## src/rtl/instr_fetch_stage.sv

```systemverilog
// -----------------------------------------------------------------------------
// instr_fetch_stage
//
// Fetch stage in front of a single-cycle, combinational-read instruction
// memory. The stage holds the program counter and drives it out as the word
// address. The returned instruction is captured into a fetch/decode pipeline
// register. That register is offered to decode through a valid/ready
// handshake. Execute can redirect the PC at any time.
//
// Parameters
//   PC_W      PC / word-address width (16K-word memory -> 14)
//   IW        instruction width
//   RESET_PC  PC value loaded on reset
//
// Ports
//   clk           clock, all state on rising edge
//   rst           synchronous active-high reset
//   fetch_en      1 = fetching permitted, 0 = pause
//   imem_addr     word address to instruction memory (the PC register)
//   imem_data     instruction word for imem_addr, same cycle
//   redir_valid   redirect request from execute
//   redir_target  absolute word address to fetch next
//   if_valid      if_ir / if_pc hold a live instruction
//   if_ir         captured instruction
//   if_pc         address of if_ir
//   id_ready      decode accepts if_ir this cycle
//   fetch_state   debug view of FSM: 0 IDLE, 1 RUN, 2 PAUSE
//
// Optional feature (macro FETCH_PERF_CNT_EN)
//   perf_fetched  count of instruction loads into the pipeline register
//   perf_bubbles  count of RUN cycles that leave the pipeline register empty
//   Both counters clear on rst and wrap at 2^32.
// -----------------------------------------------------------------------------
module instr_fetch_stage #(
    parameter int unsigned PC_W     = 14,
    parameter int unsigned IW       = 32,
    parameter int unsigned RESET_PC = 0
) (
    input  logic            clk,
    input  logic            rst,
    input  logic            fetch_en,
    output logic [PC_W-1:0] imem_addr,
    input  logic [IW-1:0]   imem_data,
    input  logic            redir_valid,
    input  logic [PC_W-1:0] redir_target,
    output logic            if_valid,
    output logic [IW-1:0]   if_ir,
    output logic [PC_W-1:0] if_pc,
    input  logic            id_ready,
    output logic [1:0]      fetch_state
`ifdef FETCH_PERF_CNT_EN
    ,
    output logic [31:0]     perf_fetched,
    output logic [31:0]     perf_bubbles
`endif
);

    localparam logic [PC_W-1:0] RESET_PC_V = RESET_PC[PC_W-1:0];

    typedef enum logic [1:0] {
        IDLE  = 2'd0,
        RUN   = 2'd1,
        PAUSE = 2'd2
    } state_t;

    state_t          state_reg, state_next;
    logic [PC_W-1:0] pc_reg, pc_next;
    logic            if_valid_reg, if_valid_next;
    logic [IW-1:0]   if_ir_reg, if_ir_next;
    logic [PC_W-1:0] if_pc_reg, if_pc_next;
    logic            ld;

    // -------------------------------------------------------------------------
    // State register
    // -------------------------------------------------------------------------
    always_ff @(posedge clk) begin
        if (rst) begin
            state_reg    <= IDLE;
            pc_reg       <= RESET_PC_V;
            if_valid_reg <= 1'b0;
            if_ir_reg    <= '0;
            if_pc_reg    <= '0;
        end else begin
            state_reg    <= state_next;
            pc_reg       <= pc_next;
            if_valid_reg <= if_valid_next;
            if_ir_reg    <= if_ir_next;
            if_pc_reg    <= if_pc_next;
        end
    end

    // -------------------------------------------------------------------------
    // Next-state and datapath
    // -------------------------------------------------------------------------
    always_comb begin
        state_next    = state_reg;
        pc_next       = pc_reg;
        if_valid_next = if_valid_reg;
        if_ir_next    = if_ir_reg;
        if_pc_next    = if_pc_reg;

        // A redirect suppresses the load. The word at the old PC is on the
        // wrong path.
        ld = (state_reg == RUN) && fetch_en && (!if_valid_reg || id_ready)
             && !redir_valid;

        case (state_reg)
            IDLE:    state_next = RUN;
            RUN:     if (!fetch_en) state_next = PAUSE;
            // A redirect while paused only moves the PC; fetching resumes
            // on a later cycle with fetch_en high.
            PAUSE:   if (fetch_en && !redir_valid) state_next = RUN;
            default: state_next = IDLE;
        endcase

        if (redir_valid) begin
            // The flush applies even while decode is stalled.
            pc_next       = redir_target;
            if_valid_next = 1'b0;
        end else if (ld) begin
            if_ir_next    = imem_data;
            if_pc_next    = pc_reg;
            if_valid_next = 1'b1;
            pc_next       = pc_reg + PC_W'(1);   // wraps modulo 2^PC_W
        end else if (if_valid_reg && id_ready) begin
            if_valid_next = 1'b0;
        end
    end

    assign imem_addr   = pc_reg;
    assign if_valid    = if_valid_reg;
    assign if_ir       = if_ir_reg;
    assign if_pc       = if_pc_reg;
    assign fetch_state = state_reg;

`ifdef FETCH_PERF_CNT_EN
    // -------------------------------------------------------------------------
    // Performance counters
    //   index 0: loads
    //   index 1: RUN cycles ending with an empty pipeline register
    // -------------------------------------------------------------------------
    logic [1:0] perf_inc;

    assign perf_inc[0] = ld;
    assign perf_inc[1] = (state_reg == RUN) && !if_valid_next;

    generate
        for (genvar gi = 0; gi < 2; gi++) begin : g_perf
            logic [31:0] cnt_reg;

            always_ff @(posedge clk) begin
                if (rst) begin
                    cnt_reg <= '0;
                end else if (perf_inc[gi]) begin
                    cnt_reg <= cnt_reg + 32'd1;
                end
            end
        end
    endgenerate

    assign perf_fetched = g_perf[0].cnt_reg;
    assign perf_bubbles = g_perf[1].cnt_reg;
`endif

endmodule

```

## config.mk

```make
export PLATFORM = sky130hd
export DESIGN_NAME = instr_fetch_stage
export DESIGN_NICKNAME = d
export VERILOG_FILES = /design/src/rtl/instr_fetch_stage.sv
export SDC_FILE = /design/constraint.sdc
export NUM_CORES = 1
export LEC_CHECK = 0
export CORE_MARGIN = 2
export CORE_UTILIZATION = 45
export DETAILED_ROUTE_END_ITERATION = 8
export HOLD_SLACK_MARGIN = 0.1
export PLACE_DENSITY = 0.85
export SKIP_CTS_REPAIR_TIMING = 1
export SLEW_MARGIN = 25
export SYNTH_ARGS = -nofsm -noshare
export SYNTH_HDL_FRONTEND = slang
export SYNTH_SLANG_ARGS = --single-unit
```

## constraint.sdc

```tcl
create_clock -name clk -period 4.81 [get_ports clk]
set_clock_uncertainty 0.05 [all_clocks]
set_input_delay 0.481 -clock clk [delete_from_list [all_inputs] [get_ports clk]]
set_output_delay 0.481 -clock clk [all_outputs]
set_load 0.02 [all_outputs]
```

* Word level (Yosys, flattened, before mapping)
Index checks and enable logic that the tools add are counted.
Word-level totals: output and inout port bits 63, bits of input ports 51, word-level logic and storage cells 32, register bits after elaboration 63
Cells by class: bitwise logic cells 1, reductions and logical operators 14, equality and inequality tests 4, mux-type cells 7, add/subtract/negate cells 1
Operator list (number):
- 14-bit 2-to-1 mux | 2
- 14-bit by 1-bit adder with 14-bit output, second input constant | 1
- 2-bit case mux with 3 select lines | 1
- 1-bit logical AND | 5
- 2-bit 2-to-1 mux | 2
- 2-bit != test, second input constant | 2
- 2-bit AND reduction | 2
- 2-bit nonzero test | 2
- 2-bit by 1-bit == test with 1-bit output, second input constant | 1
- 2-bit == test, second input constant | 1
- 1-bit logical NOT | 2
- 2-bit logical NOT | 1
- 1-bit 2-to-1 mux | 2
- 2-bit OR reduction | 1
- 1-bit logical OR | 1
- 1-bit NOT | 1

* Longest topological paths before layout
word-level depth 6, gate-level depth with buffers 6, gate-level depth less buffers 5

* Worst setup path before layout
Ideal clock, no wire load.
path kind register to register, from register pc_reg[0] (netlist: imem_addr[0]), to register pc_reg[12] (netlist: imem_addr[12]), path buffers 0, data required time 4686 ps, setup time 74 ps, stages on the path, launching flop included 6, clock period less this slack 2005 ps, slack 2805 ps, data arrival time 1881 ps, cell sequence dfxtp_1 ha_1 nand3_2 or4_1 or3_1 a31oi_1
Between the ends: cells in the longest elaborated chain, start to end 3
Ends and longest elaborated chain:
- start, declared | RTL line 67 | logic [PC_W-1:0] pc_reg, pc_next;
- start signal, assigned | RTL line 85 | pc_reg <= pc_next;
- 14-bit by 1-bit adder with 14-bit output | RTL line 124 | pc_next = pc_reg + PC_W'(1);
- 14-bit 2-to-1 mux | RTL line 120 | end else if (ld) begin
- 14-bit 2-to-1 mux | RTL line 116 | if (redir_valid) begin
Every way passes these cells. The select of a mux whose other input is x is not followed. A chain may end at the register's enable or synchronous reset.

* Worst setup path in the final report
from input port redir_valid, to register pc_reg[13] (netlist: imem_addr[13])
Between the ends: cells in the longest elaborated chain, start to end 3, elaborated cells on any way between the ends 4, classes of those cells mux: 1; reduce/logical: 3
Ends and longest elaborated chain:
- start, declared | RTL line 44 | input logic redir_valid,
- 1-bit logical NOT | RTL line 105 | && !redir_valid;
- 1-bit logical AND | RTL line 105
- 2-bit nonzero test (no source line)
Parallel ways exist; a longest one is shown, timed or not.

==> results.tsv <==
stage	metric	value	unit
status	status	completed	
grt	GRT overflow	0	
synthesis	sequential element share of the synthesized area	49.5	%
synthesis	Cell variety after synth	38	
routing	initial drt markers	114	
cells_and_area	multi-input logic area	1200	sq um
cells_and_area	Layout fillers	445	
timing	Max-slew headroom	35.3	%
power_and_ir_drop	P_int	921	uW
timing	final hold vios	0	
power_and_ir_drop	Comb power frac	14.1	%
synthesis	Syn Nets	367	
cells_and_area	max reg flops	32	
worst_setup_path	WP buf/inv	1	
die	height of the die	79.3	microns
die	row cnt	27	
grt	initial antenna violation count	0	
synthesis	Async SR Flop Fraction	0	%
min_path	Hold Startpoint	if_ir[11]	
worst_setup_path	crit path max-delay cell type	nand2b_2	
timing	Tmin final	2770	ps
power_and_ir_drop	switch share	25.4	%
synthesis	Avg Synthesized Cell Area	8.09	sq um
power_and_ir_drop	Seq pwr share	45.8	%
synthesis	Yosys top cell area share	49.5	%
worst_setup_path	CP Class	in2reg	
clocking	maximum clock insertion buffer count	2	
die	number of top-level pins	114	
worst_setup_path	CP cell instances	clkdlybuf4s50_1 -> nand4bb_1 -> nand2b_2 -> or4_1 -> a31oi_1	
synthesis	largest area contributor in the netlist	dfxtp_1	
cells_and_area	Final Core Density	71.8	%
worst_setup_path	Worst path max stage delay	720	ps
grt	first-pass GRT wire length	11.5	mm
clocking	clock sink count	63	
worst_setup_path	Critical Path RT	5020	ps
timing	Least-Margin Pin Slew	970	ps
power_and_ir_drop	switching power	313	uW
worst_setup_path	RR Startpoint	fetch_state[0]	
synthesis	mapped cell area	2550	sq um
worst_setup_path	Setup crit end kind	register	
power_and_ir_drop	Lkg Pwr	1.33	nW
job	Max-Cap Viols	0	
routing	Vias/cell	5.20	
grt	GRT Overall Usage	23.2	%
synthesis	Post-synth top cells	nand2_1 (97), dfxtp_1 (63), a21oi_1 (51), clkbuf_1 (16), nor2_1 (12)	
clocking	clk root buf	clkbuf_8	
clocking	Worst-Skew Late Latency	330	ps
place	final RePlAce weighted congestion	0.788	
timing	setup total negative slack	0	ps
synthesis	top cells by area, synth	dfxtp_1 (49%), nand2_1 (14%), a21oi_1 (10%), clkbuf_1 (2.4%), a211oi_1 (2.1%)	
cells_and_area	Final #Nets	472	
min_path	worst hold path stage count	2	
synthesis	YS warnings	0	
worst_setup_path	CP delay by family, top	simple AND/OR/NAND/NOR gates	
grt	largest net degree at the start of global routing	64	
synthesis	Syn Inst Count	315	
die	Starting Density	46.6	%
routing	DR DRC count	0	
routing	DR WL/cell	14.6	microns
worst_setup_path	maximum net fanout on the critical path	51	
timing	Slew Viols, Final	0	
die	DIE WIDTH	79.3	microns
worst_setup_path	r2r setup slk	2420	ps
clocking	H-tree depth	3	
routing	Via Count	2585	
synthesis	ys flop type	dfxtp_1	
cells_and_area	share of post-route cells with drive strength above 1	5.88	%
worst_setup_path	R2R Path End	imem_addr[13]	
power_and_ir_drop	PwrDens	314	nW/um^2
place	port bufs	113	
synthesis	Synth Register Bits	63	
power_and_ir_drop	Worst IR Drop VDD	0.000198	V
die	core region area	5470	sq um
worst_setup_path	Worst setup SP type	input pin	
clocking	CTS Buf Count	9	
power_and_ir_drop	Clock power frac	40.1	%
routing	final WL	7.25	mm
clocking	Worst-path clk slew	70	ps
routing	Final ANT Viol Nets	0	
timing	fmax	361	MHz
grt	number of global-route vias before repair	2457	
die	die area	6280	sq um
min_path	hold crit path type	reg2reg	
timing	fin crit share	57.6	%
cells_and_area	sequential cell area	1260	sq um
timing	final setup vio count	0	
routing	Pre-antenna DRT Iters	4	
cells_and_area	diode count	0	
min_path	Hold Path End	if_ir[11]	
timing	RSZ-0062 raised after global routing	no	
synthesis	Post-synth EDFFs	0	
clocking	CTS tree	yes	
cells_and_area	P&R area growth vs syn	54.2	%
synthesis	most common cell in the synthesized netlist	nand2_1	
worst_setup_path	Data arrival, critical path	2980	ps
worst_setup_path	r2r worst-path depth	4	
place	dpl hpwl	4.72	mm
logic make-up (layout without fill, tap and decap cells):
group	count (synthesis)	in the layout	synth area share, %
AOI/OAI and AO/OA	78	78	17.6
xor gates and xnor gates	5	5	1.72
adders and majority gates	1	1	0.491
buffers and inverters	24	134	3.98
DFF	63	63	49.5
muxes	1	1	0.393
and+or+nand+nor	143	143	26.3
per-layer routing:
metal	track usage (%)	part of all wire (%)	vias to the layer above
met1	28.1	44	1183
met2	38.3	47	97
met5	0	0	-
met4	10.5	1.5	0
li1	-	-	1294
met3	6.36	8.0	11
worst max path at each step:
stage            startpoint            end  slack [ps]  cells after the start
6_report        redir_valid  imem_addr[13]        2040                      5
3_3_place_gp    redir_valid  imem_addr[13]        1800                      5
4_1_cts         redir_valid  imem_addr[13]        2010                      5
3_5_place_dp    redir_valid  imem_addr[13]        1660                      5
5_1_grt         redir_valid  imem_addr[13]        1910                      5
2_1_floorplan  imem_addr[0]  imem_addr[12]        2800                      5
worst min-delay path, delay by kind of cell, from the launching register on:
kind / cells / cell delay [ps]
and+or+nand+nor: 1 / 50
AOI/OAI and AO/OA: 1 / 50
DFF: 1 / 310
cells in the final DEF (no fill, tap or decap), types with 2 or more instances in the layout:
| master | synthesis | final |
|---|---|---|
| clkdlybuf4s50_1 | 0 | 112 |
| nand2_1 | 97 | 97 |
| dfxtp_1 | 63 | 63 |
| a21oi_1 | 51 | 51 |
| nor2_1 | 12 | 11 |
| clkbuf_8 | 0 | 9 |
| a31oi_1 | 8 | 8 |
| a211oi_1 | 7 | 7 |
| or4_1 | 5 | 5 |
| nand3_1 | 4 | 4 |
| and2_1 | 4 | 4 |
| xnor2_1 | 4 | 4 |
| clkinv_2 | 0 | 4 |
| inv_1 | 3 | 3 |
| o31ai_1 | 3 | 3 |
| a311oi_1 | 3 | 3 |
| nor4_1 | 3 | 3 |
| nor3_1 | 3 | 3 |
| nand4_1 | 2 | 2 |
| or3_1 | 2 | 2 |
| o31a_1 | 2 | 2 |
| o21ai_0 | 2 | 2 |
| o211ai_1 | 2 | 2 |
| bufinv_16 | 0 | 2 |
power groups by stage:
stage | clock network [mW] | logic (mW) | registers (mW)
after floorplan | 0 | 0.0564 | 0.596
after global placement | 0 | 0.169 | 0.575
after detailed placement | 0 | 0.171 | 0.576
after CTS | 0.503 | 0.173 | 0.565
after global routing | 0.525 | 0.187 | 0.568
final | 0.495 | 0.174 | 0.565
per-stage QoR:
step | power, mW | cells | hold WS [ps] | worst slack, ps | area, sq um
3_3_place_gp | 0.744 | 480 | 391 | 1800 | 3690
6_report | 1.23 | 497 | 403 | 2040 | 3930
4_1_cts | 1.24 | 496 | 407 | 2010 | 3900
5_1_grt | 1.28 | 497 | 427 | 1910 | 3930
2_1_floorplan | 0.653 | 315 | 483 | 2800 | 2550
3_5_place_dp | 0.747 | 480 | 397 | 1660 | 3690
final cells by class:
cell class | count | share of cell area (%)
multi-input cells | 228 | 30.4
repair buffers | 114 | 29.4
well taps | 72 | 2.29
clock inverters | 7 | 2.23
inverters | 4 | 0.382
flip-flops and latches | 63 | 32.1
clock buffers | 9 | 3.15
No activity file was read; power rests on OpenSTA's default activity.
